## src/rtl/surf_event_sequencer_if.sv

```systemverilog
// Stream bundle between the SURF byte sources and the merged event output.
// The master modport is the sequencer's view; slave is the environment's.
interface surf_event_sequencer_if #(
    parameter int NUM_SURF = 7
);
    logic [8*NUM_SURF-1:0] s_dout_tdata;
    logic [NUM_SURF-1:0]   s_dout_tvalid;
    logic [NUM_SURF-1:0]   s_dout_tlast;
    logic [NUM_SURF-1:0]   s_dout_tready;
    logic [7:0]            m_dout_tdata;
    logic                  m_dout_tvalid;
    logic                  m_dout_tlast;
    logic                  m_dout_tready;

    modport master (
        input  s_dout_tdata, s_dout_tvalid, s_dout_tlast, m_dout_tready,
        output s_dout_tready, m_dout_tdata, m_dout_tvalid, m_dout_tlast
    );

    modport slave (
        output s_dout_tdata, s_dout_tvalid, s_dout_tlast, m_dout_tready,
        input  s_dout_tready, m_dout_tdata, m_dout_tvalid, m_dout_tlast
    );
endinterface

```

## src/rtl/surf_event_sequencer.sv

```systemverilog
// Merges per-SURF byte streams into one event: enabled SURFs are read out in
// ascending order, a stalled SURF is skipped after timeout_i idle cycles.
module surf_event_sequencer #(
    parameter int NUM_SURF      = 7,
    parameter int TIMEOUT_WIDTH = 24
) (
    input  logic                     aclk,
    input  logic                     aresetn,
    input  logic [NUM_SURF-1:0]      enable_i,
    input  logic [TIMEOUT_WIDTH-1:0] timeout_i,
    surf_event_sequencer_if.master   bus,
    output logic [2:0]               cur_surf_o,
    output logic [15:0]              event_count_o,
    output logic                     timeout_err_o
);

    typedef enum logic [1:0] {IDLE, STREAM, NEXT, TERM} state_t;

    state_t                   state, state_nx;
    logic [2:0]               sel, sel_nx;
    logic [NUM_SURF-1:0]      en_q, en_q_nx;
    logic [TIMEOUT_WIDTH-1:0] stall_cnt, stall_nx;
    logic [15:0]              event_cnt_nx;
    logic                     err_nx;

    logic       sel_tvalid, sel_tlast;
    logic [7:0] sel_tdata;
    logic       first_found, first_tvalid;
    logic [2:0] first_idx;
    logic [2:0] last_idx;
    logic       next_found;
    logic [2:0] next_idx;
    logic       is_last;
    logic       beat;

    // Source mux plus priority searches over enable_i (event start) and en_q.
    always_comb begin
        sel_tvalid   = 1'b0;
        sel_tlast    = 1'b0;
        sel_tdata    = '0;
        first_found  = 1'b0;
        first_tvalid = 1'b0;
        first_idx    = '0;
        last_idx     = '0;
        next_found   = 1'b0;
        next_idx     = '0;
        for (int i = 0; i < NUM_SURF; i++) begin
            if (3'(i) == sel) begin
                sel_tvalid = bus.s_dout_tvalid[i];
                sel_tlast  = bus.s_dout_tlast[i];
                sel_tdata  = bus.s_dout_tdata[8*i +: 8];
            end
            if (en_q[i]) last_idx = 3'(i);
        end
        for (int i = NUM_SURF - 1; i >= 0; i--) begin
            if (enable_i[i]) begin
                first_found  = 1'b1;
                first_idx    = 3'(i);
                first_tvalid = bus.s_dout_tvalid[i];
            end
            if (en_q[i] && (3'(i) > sel)) begin
                next_found = 1'b1;
                next_idx   = 3'(i);
            end
        end
    end

    assign is_last = (sel == last_idx);
    assign beat    = (state == STREAM) && sel_tvalid && bus.m_dout_tready;

    always_comb begin
        state_nx          = state;
        sel_nx            = sel;
        en_q_nx           = en_q;
        stall_nx          = stall_cnt;
        event_cnt_nx      = event_count_o;
        err_nx            = timeout_err_o;
        bus.m_dout_tvalid = 1'b0;
        bus.m_dout_tdata  = '0;
        bus.m_dout_tlast  = 1'b0;
        bus.s_dout_tready = '0;

        unique case (state)
            IDLE: begin
                if (first_found && first_tvalid) begin
                    en_q_nx  = enable_i;
                    sel_nx   = first_idx;
                    stall_nx = '0;
                    state_nx = STREAM;
                end
            end

            STREAM: begin
                bus.m_dout_tvalid = sel_tvalid;
                bus.m_dout_tdata  = sel_tdata;
                bus.m_dout_tlast  = sel_tvalid && sel_tlast && is_last;
                for (int i = 0; i < NUM_SURF; i++) begin
                    if (3'(i) == sel) bus.s_dout_tready[i] = bus.m_dout_tready;
                end
                if (beat) begin
                    stall_nx = '0;
                    if (sel_tlast) state_nx = NEXT;
                end else if (bus.m_dout_tready && (timeout_i != '0)) begin
                    // Only idle cycles with downstream ready count as a stall.
                    if ((stall_cnt + TIMEOUT_WIDTH'(1)) >= timeout_i) begin
                        err_nx   = 1'b1;
                        stall_nx = '0;
                        state_nx = is_last ? TERM : NEXT;
                    end else begin
                        stall_nx = stall_cnt + TIMEOUT_WIDTH'(1);
                    end
                end
            end

            NEXT: begin
                if (next_found) begin
                    sel_nx   = next_idx;
                    stall_nx = '0;
                    state_nx = STREAM;
                end else begin
                    event_cnt_nx = event_count_o + 16'd1;
                    state_nx     = IDLE;
                end
            end

            TERM: begin
                // Closes an event whose last SURF never delivered its tlast.
                bus.m_dout_tvalid = 1'b1;
                bus.m_dout_tdata  = 8'h00;
                bus.m_dout_tlast  = 1'b1;
                if (bus.m_dout_tready) begin
                    event_cnt_nx = event_count_o + 16'd1;
                    state_nx     = IDLE;
                end
            end

            default: state_nx = IDLE;
        endcase
    end

    always_ff @(posedge aclk or negedge aresetn) begin
        if (!aresetn) begin
            state         <= IDLE;
            sel           <= '0;
            en_q          <= '0;
            stall_cnt     <= '0;
            event_count_o <= '0;
            timeout_err_o <= 1'b0;
        end else begin
            state         <= state_nx;
            sel           <= sel_nx;
            en_q          <= en_q_nx;
            stall_cnt     <= stall_nx;
            event_count_o <= event_cnt_nx;
            timeout_err_o <= err_nx;
        end
    end

    assign cur_surf_o = sel;

endmodule
```

## src/flat_wrapper.sv

```systemverilog
// flat-port wrapper written by rule: the top's interface ports become plain ports
module surf_event_sequencer_flat 
#(
    parameter int NUM_SURF      = 7,
    parameter int TIMEOUT_WIDTH = 24
)
  (aclk, aresetn, enable_i, timeout_i, cur_surf_o, event_count_o, timeout_err_o, bus_s_dout_tdata, bus_s_dout_tvalid, bus_s_dout_tlast, bus_m_dout_tready, bus_s_dout_tready, bus_m_dout_tdata, bus_m_dout_tvalid, bus_m_dout_tlast);
  surf_event_sequencer_if #(.NUM_SURF(NUM_SURF)) bus_i ();
  input  logic aclk;
  input  logic aresetn;
  input  logic [NUM_SURF-1:0] enable_i;
  input  logic [TIMEOUT_WIDTH-1:0] timeout_i;
  output logic [2:0] cur_surf_o;
  output logic [15:0] event_count_o;
  output logic timeout_err_o;
  input wire logic [$bits(bus_i.s_dout_tdata)-1:0] bus_s_dout_tdata;
  input wire logic [$bits(bus_i.s_dout_tvalid)-1:0] bus_s_dout_tvalid;
  input wire logic [$bits(bus_i.s_dout_tlast)-1:0] bus_s_dout_tlast;
  input wire logic [$bits(bus_i.m_dout_tready)-1:0] bus_m_dout_tready;
  output wire logic [$bits(bus_i.s_dout_tready)-1:0] bus_s_dout_tready;
  output wire logic [$bits(bus_i.m_dout_tdata)-1:0] bus_m_dout_tdata;
  output wire logic [$bits(bus_i.m_dout_tvalid)-1:0] bus_m_dout_tvalid;
  output wire logic [$bits(bus_i.m_dout_tlast)-1:0] bus_m_dout_tlast;
  assign bus_i.s_dout_tdata = bus_s_dout_tdata;
  assign bus_i.s_dout_tvalid = bus_s_dout_tvalid;
  assign bus_i.s_dout_tlast = bus_s_dout_tlast;
  assign bus_i.m_dout_tready = bus_m_dout_tready;
  assign bus_s_dout_tready = bus_i.s_dout_tready;
  assign bus_m_dout_tdata = bus_i.m_dout_tdata;
  assign bus_m_dout_tvalid = bus_i.m_dout_tvalid;
  assign bus_m_dout_tlast = bus_i.m_dout_tlast;
  surf_event_sequencer #(.NUM_SURF(NUM_SURF), .TIMEOUT_WIDTH(TIMEOUT_WIDTH)) u_core (.aclk(aclk), .aresetn(aresetn), .enable_i(enable_i), .timeout_i(timeout_i), .bus(bus_i), .cur_surf_o(cur_surf_o), .event_count_o(event_count_o), .timeout_err_o(timeout_err_o));
endmodule
```

## config.mk

```make
export PLATFORM = sky130hd
export DESIGN_NAME = surf_event_sequencer_flat
export DESIGN_NICKNAME = d
export VERILOG_FILES = /design/src/rtl/surf_event_sequencer_if.sv /design/src/rtl/surf_event_sequencer.sv /design/src/flat_wrapper.sv
export SDC_FILE = /design/constraint.sdc
export NUM_CORES = 1
export LEC_CHECK = 0
export ABC_CLOCK_PERIOD_IN_PS = 3200
export CAP_MARGIN = 20
export CORE_UTILIZATION = 35
export CTS_CLUSTER_DIAMETER = 100
export DETAILED_ROUTE_END_ITERATION = 12
export GPL_TIMING_DRIVEN = 1
export MAX_ROUTING_LAYER = met4
export PLACE_DENSITY = 0.69
export SYNTH_ARGS = -nofsm -noshare
export SYNTH_HDL_FRONTEND = slang
export SYNTH_SLANG_ARGS = --single-unit
export TNS_END_PERCENT = 50
```

## constraint.sdc

```tcl
create_clock -name aclk -period 3.2 [get_ports aclk]
set_clock_uncertainty 0.1 [all_clocks]
set_input_delay 0.64 -clock aclk [delete_from_list [all_inputs] [get_ports aclk]]
set_output_delay 0.64 -clock aclk [all_outputs]
set_load 0.01 [all_outputs]
```

==> flow_metrics.py <==
metrics = {
    "min_path": {
        "hp-class": "in -> async",
    },
    "finish": {
        "n_fill_cell": 1097,
        "layout_common_cells": "138 x clkdlybuf4s50_1, 60 x buf_4, 51 x dfrtp_1, 46 x nor2_1, 43 x nand2_1",
        "final_common_cell": "clkdlybuf4s50_1",
        "antenna_cells": 0,
        "nNetsFinal": 810,
        "multiInputGateArea_mm2": 0.002899,
        "area_growth_pct": 52.08,
        "final-seq-area_mm2": 0.001303,
        "drive_above_1_share_pct": 19.53,
    },
    "power_and_ir_drop": {
        "power.density_mw_per_mm2": 548.3,
        "peakVddDrop_mv": 0.2627,
        "p_leak_nw": 2.853,
    },
    "critical_path": {
        "cp-start-kind": "flop",
        "end_kind": "flop",
        "cp.arrival_ps": 3460,
        "cp_top_family": "simple AND/OR/NAND/NOR gates",
        "critical_path_class": "reg -> reg",
        "required_ps": 3290,
        "crit_path_max_incr_delay_ps": 360,
        "crit_buf_inv": 2,
        "crit_chain": "and3_4 > nand4_1 > nor2_2 > nand3_2 > buf_6 > xnor2_2 > ha_1 > nand4_1 > nor4_2 > o2111ai_1 > a21o_1 > nand3_4 > nor2_4 > buf_12 > a221o_1",
        "worst-path-max-fanout": 11,
        "path_common_cell": "nand4_1",
        "slowest_stage": "dfrtp_1",
    },
    "global_route": {
        "use_met3_pct": 2.999,
        "grt_max_degree": 53,
        "grt-ovfl-total": 0,
        "grt_pass1_wl_um": 21940,
        "grtUsageMet1_pct": 27.00,
        "grt_pass1_vias": 4504,
        "track_usage_pct": 22.07,
        "grt_busiest_layer": "met2",
        "grt_antenna_before_repair": 0,
        "use_met2_pct": 37.96,
    },
    "routing": {
        "drt_iter0_markers": 145,
        "routedWlPerCell_um": 16.02,
        "wl_um": 13600,
        "dr_total_vias": 4433,
        "routed_via_density": 5.221,
        "dr.pass1.iters": 4,
        "ant_nets": 0,
        "drcViolationCount": 0,
    },
    "sta": {
        "min_period_ps": 3367,
        "worst_slack_ps": -167.2,
        "fin_crit_sh_pct": 105.2,
        "timing.slew.headroom_pct": 71.58,
        "setup_tns_ps": -2243,
        "maxSlewViolCount": 0,
        "fin_hold_ws_ps": 226.4,
        "worst_slew_pin_slew_ps": 426.3,
        "fmax_mhz": 297.0,
        "final_hold_viol_count": 0,
        "rsz0062_at_grt": "yes",
        "setup_viol": 26,
    },
    "place": {
        "place.gp.congestion": 0.8822,
        "pre_cts_slack_ps": -106.0,
        "hpwl_um": 10670,
        "numPortBuffers": 140,
    },
    "job": {
        "drv_cap": 0,
    },
    "die": {
        "die_area_mm2": 0.01283,
        "core_area_mm2": 0.01206,
        "initial_utilization_pct": 35.93,
        "die_h_um": 113.3,
        "ios": 141,
        "die_w_um": 113.3,
        "rows": 40,
    },
    "synthesis": {
        "synthDistinctLibCells": 62,
        "synthMuxAreaShare_pct": 8.863,
        "synthAdderAreaFrac_pct": 7.506,
        "synth_xor_area_share_pct": 7.881,
        "synth_ff_type": "dfrtp_1",
        "ys_warn_count": 0,
        "async_flop_share_pct": 100.0,
        "yosysSeqAreaShare_pct": 30.02,
        "synthSimpleGateAreaFrac_pct": 20.53,
        "synth_seq_cells": 52,
        "synth.cell_area_mm2": 0.004334,
        "synth_top_family_by_area": "simple AND/OR/NAND/NOR gates",
        "syn_nets": 624,
        "synth-compound-area-share_pct": 19.17,
        "synthCells": 494,
        "syn_area_per_cell_um2": 8.774,
        "synth_edf_count": 0,
    },
    "run_status": {
        "outcome": "finished with violations",
        "violations": "negative setup slack",
    },
    "clocking": {
        "cts_buffers": 5,
        "cts_max_level": 2,
        "cts_tree": "built",
        "cts-hold-fix-buffers": 0,
        "clock_latency_ps": 300,
        "cts.path.max_buffers": 2,
        "cts-root-buf": "clkbuf_16",
        "path_clk_slew_ps": 80,
        "cts.sinks": 52,
    },
}
cell type report:
cell class	count	share of cell area [%]
tap	168	3.189
inverter	32	1.822
multi-input combinational	385	43.98
timing repair buffer	204	28.95
clock inverter	3	0.3986
sequential	52	19.76
clock buffer	5	1.898
cell usage after synthesis, drive strengths merged, types with 8 or more instances:
| cell type | instances | area share, % |
|---|---|---|
| a22o | 17 | 3.4 |
| nor2 | 52 | 4.7 |
| nand4 | 12 | 1.7 |
| clkbuf | 8 | 0.69 |
| nor2b | 8 | 1.2 |
| and3 | 8 | 1.2 |
| nor3 | 11 | 1.3 |
| o21ai | 17 | 2.1 |
| nand2 | 43 | 3.7 |
| a211oi | 12 | 2.1 |
| dfrtp | 52 | 30 |
| mux2i | 8 | 1.8 |
| a21oi | 31 | 3.7 |
| mux4 | 9 | 4.7 |
| mux2 | 9 | 2.3 |
| xnor2 | 32 | 6.5 |
| ha | 26 | 7.5 |
| inv | 32 | 2.8 |
| buf | 17 | 2.6 |
| nand3 | 18 | 2.2 |
power by group:
part | total [mW] | leakage, nW | internal, mW | switching (mW)
Sequential | 0.913 | 0.699 | 0.762 | 0.151
Clock | 0.563 | 0.0680 | 0.296 | 0.267
Combinational | 2.14 | 2.09 | 1.07 | 1.07
Total | 3.61 | 2.85 | 2.13 | 1.48
routing by layer:
| layer | part of all wire (%) | vias up |
|---|---|---|
| met5 | 0 | - |
| met4 | 1.8 | 0 |
| met3 | 4.1 | 22 |
| met2 | 50 | 117 |
| met1 | 44 | 2139 |
| li1 | - | 2155 |
cells by family (layout without fill, tap and decap cells):
logic type	count (synthesis)	count (layout)
adders and majority gates	26	26
and+or+nand+nor	179	179
buffers and inverters	57	244
DFF	52	52
muxes	26	26
AOI/OAI and AO/OA	115	115
xor gates and xnor gates	39	39
registers in the layout, summed over array words and instances, names as in the netlist:
register              flops
u_core.cur_surf_o         3
u_core.en_q               6
u_core.state              2
u_core.timeout_err_o      1
u_core.event_count_o     16
u_core.stall_cnt         24
final timing paths:
| path | startpoint | to | slack, ps | cells after the start |
|---|---|---|---|---|
| min reg2reg | u_core.event_count_o[15] | u_core.event_count_o[15] | 370 | 1 |
| max reg2reg | u_core.stall_cnt[3] | u_core.stall_cnt[23] | -170 | 15 |
| min in group aclk | u_core.event_count_o[15] | u_core.event_count_o[15] | 370 | 1 |
| min | aresetn | u_core.stall_cnt[11] | 230 | 2 |
| max in group asynchronous | aresetn | u_core.cur_surf_o[1] | 2510 | 2 |
| max | u_core.stall_cnt[3] | u_core.stall_cnt[23] | -170 | 15 |
repair_timing:
item                                   4_1_cts  5_1_grt
setup endpoints to repair                   24       28
buffers inserted                             5        3
pin swaps                                   17        9
gates resized for setup                     19        7
endpoints found under the hold margin        0        0
metrics by stage:
step	area, um2	util (%)	total power, mW	cells
finish	6591	54.65	3.614	849
global route	6591	54.65	3.839	849
CTS	6530	54.14	3.602	846
detailed placement	6261	51.91	2.996	833
global placement	6261	51.91	2.951	833
floorplan	4355	-	2.153	494
Power figures use the tool's default switching activity.
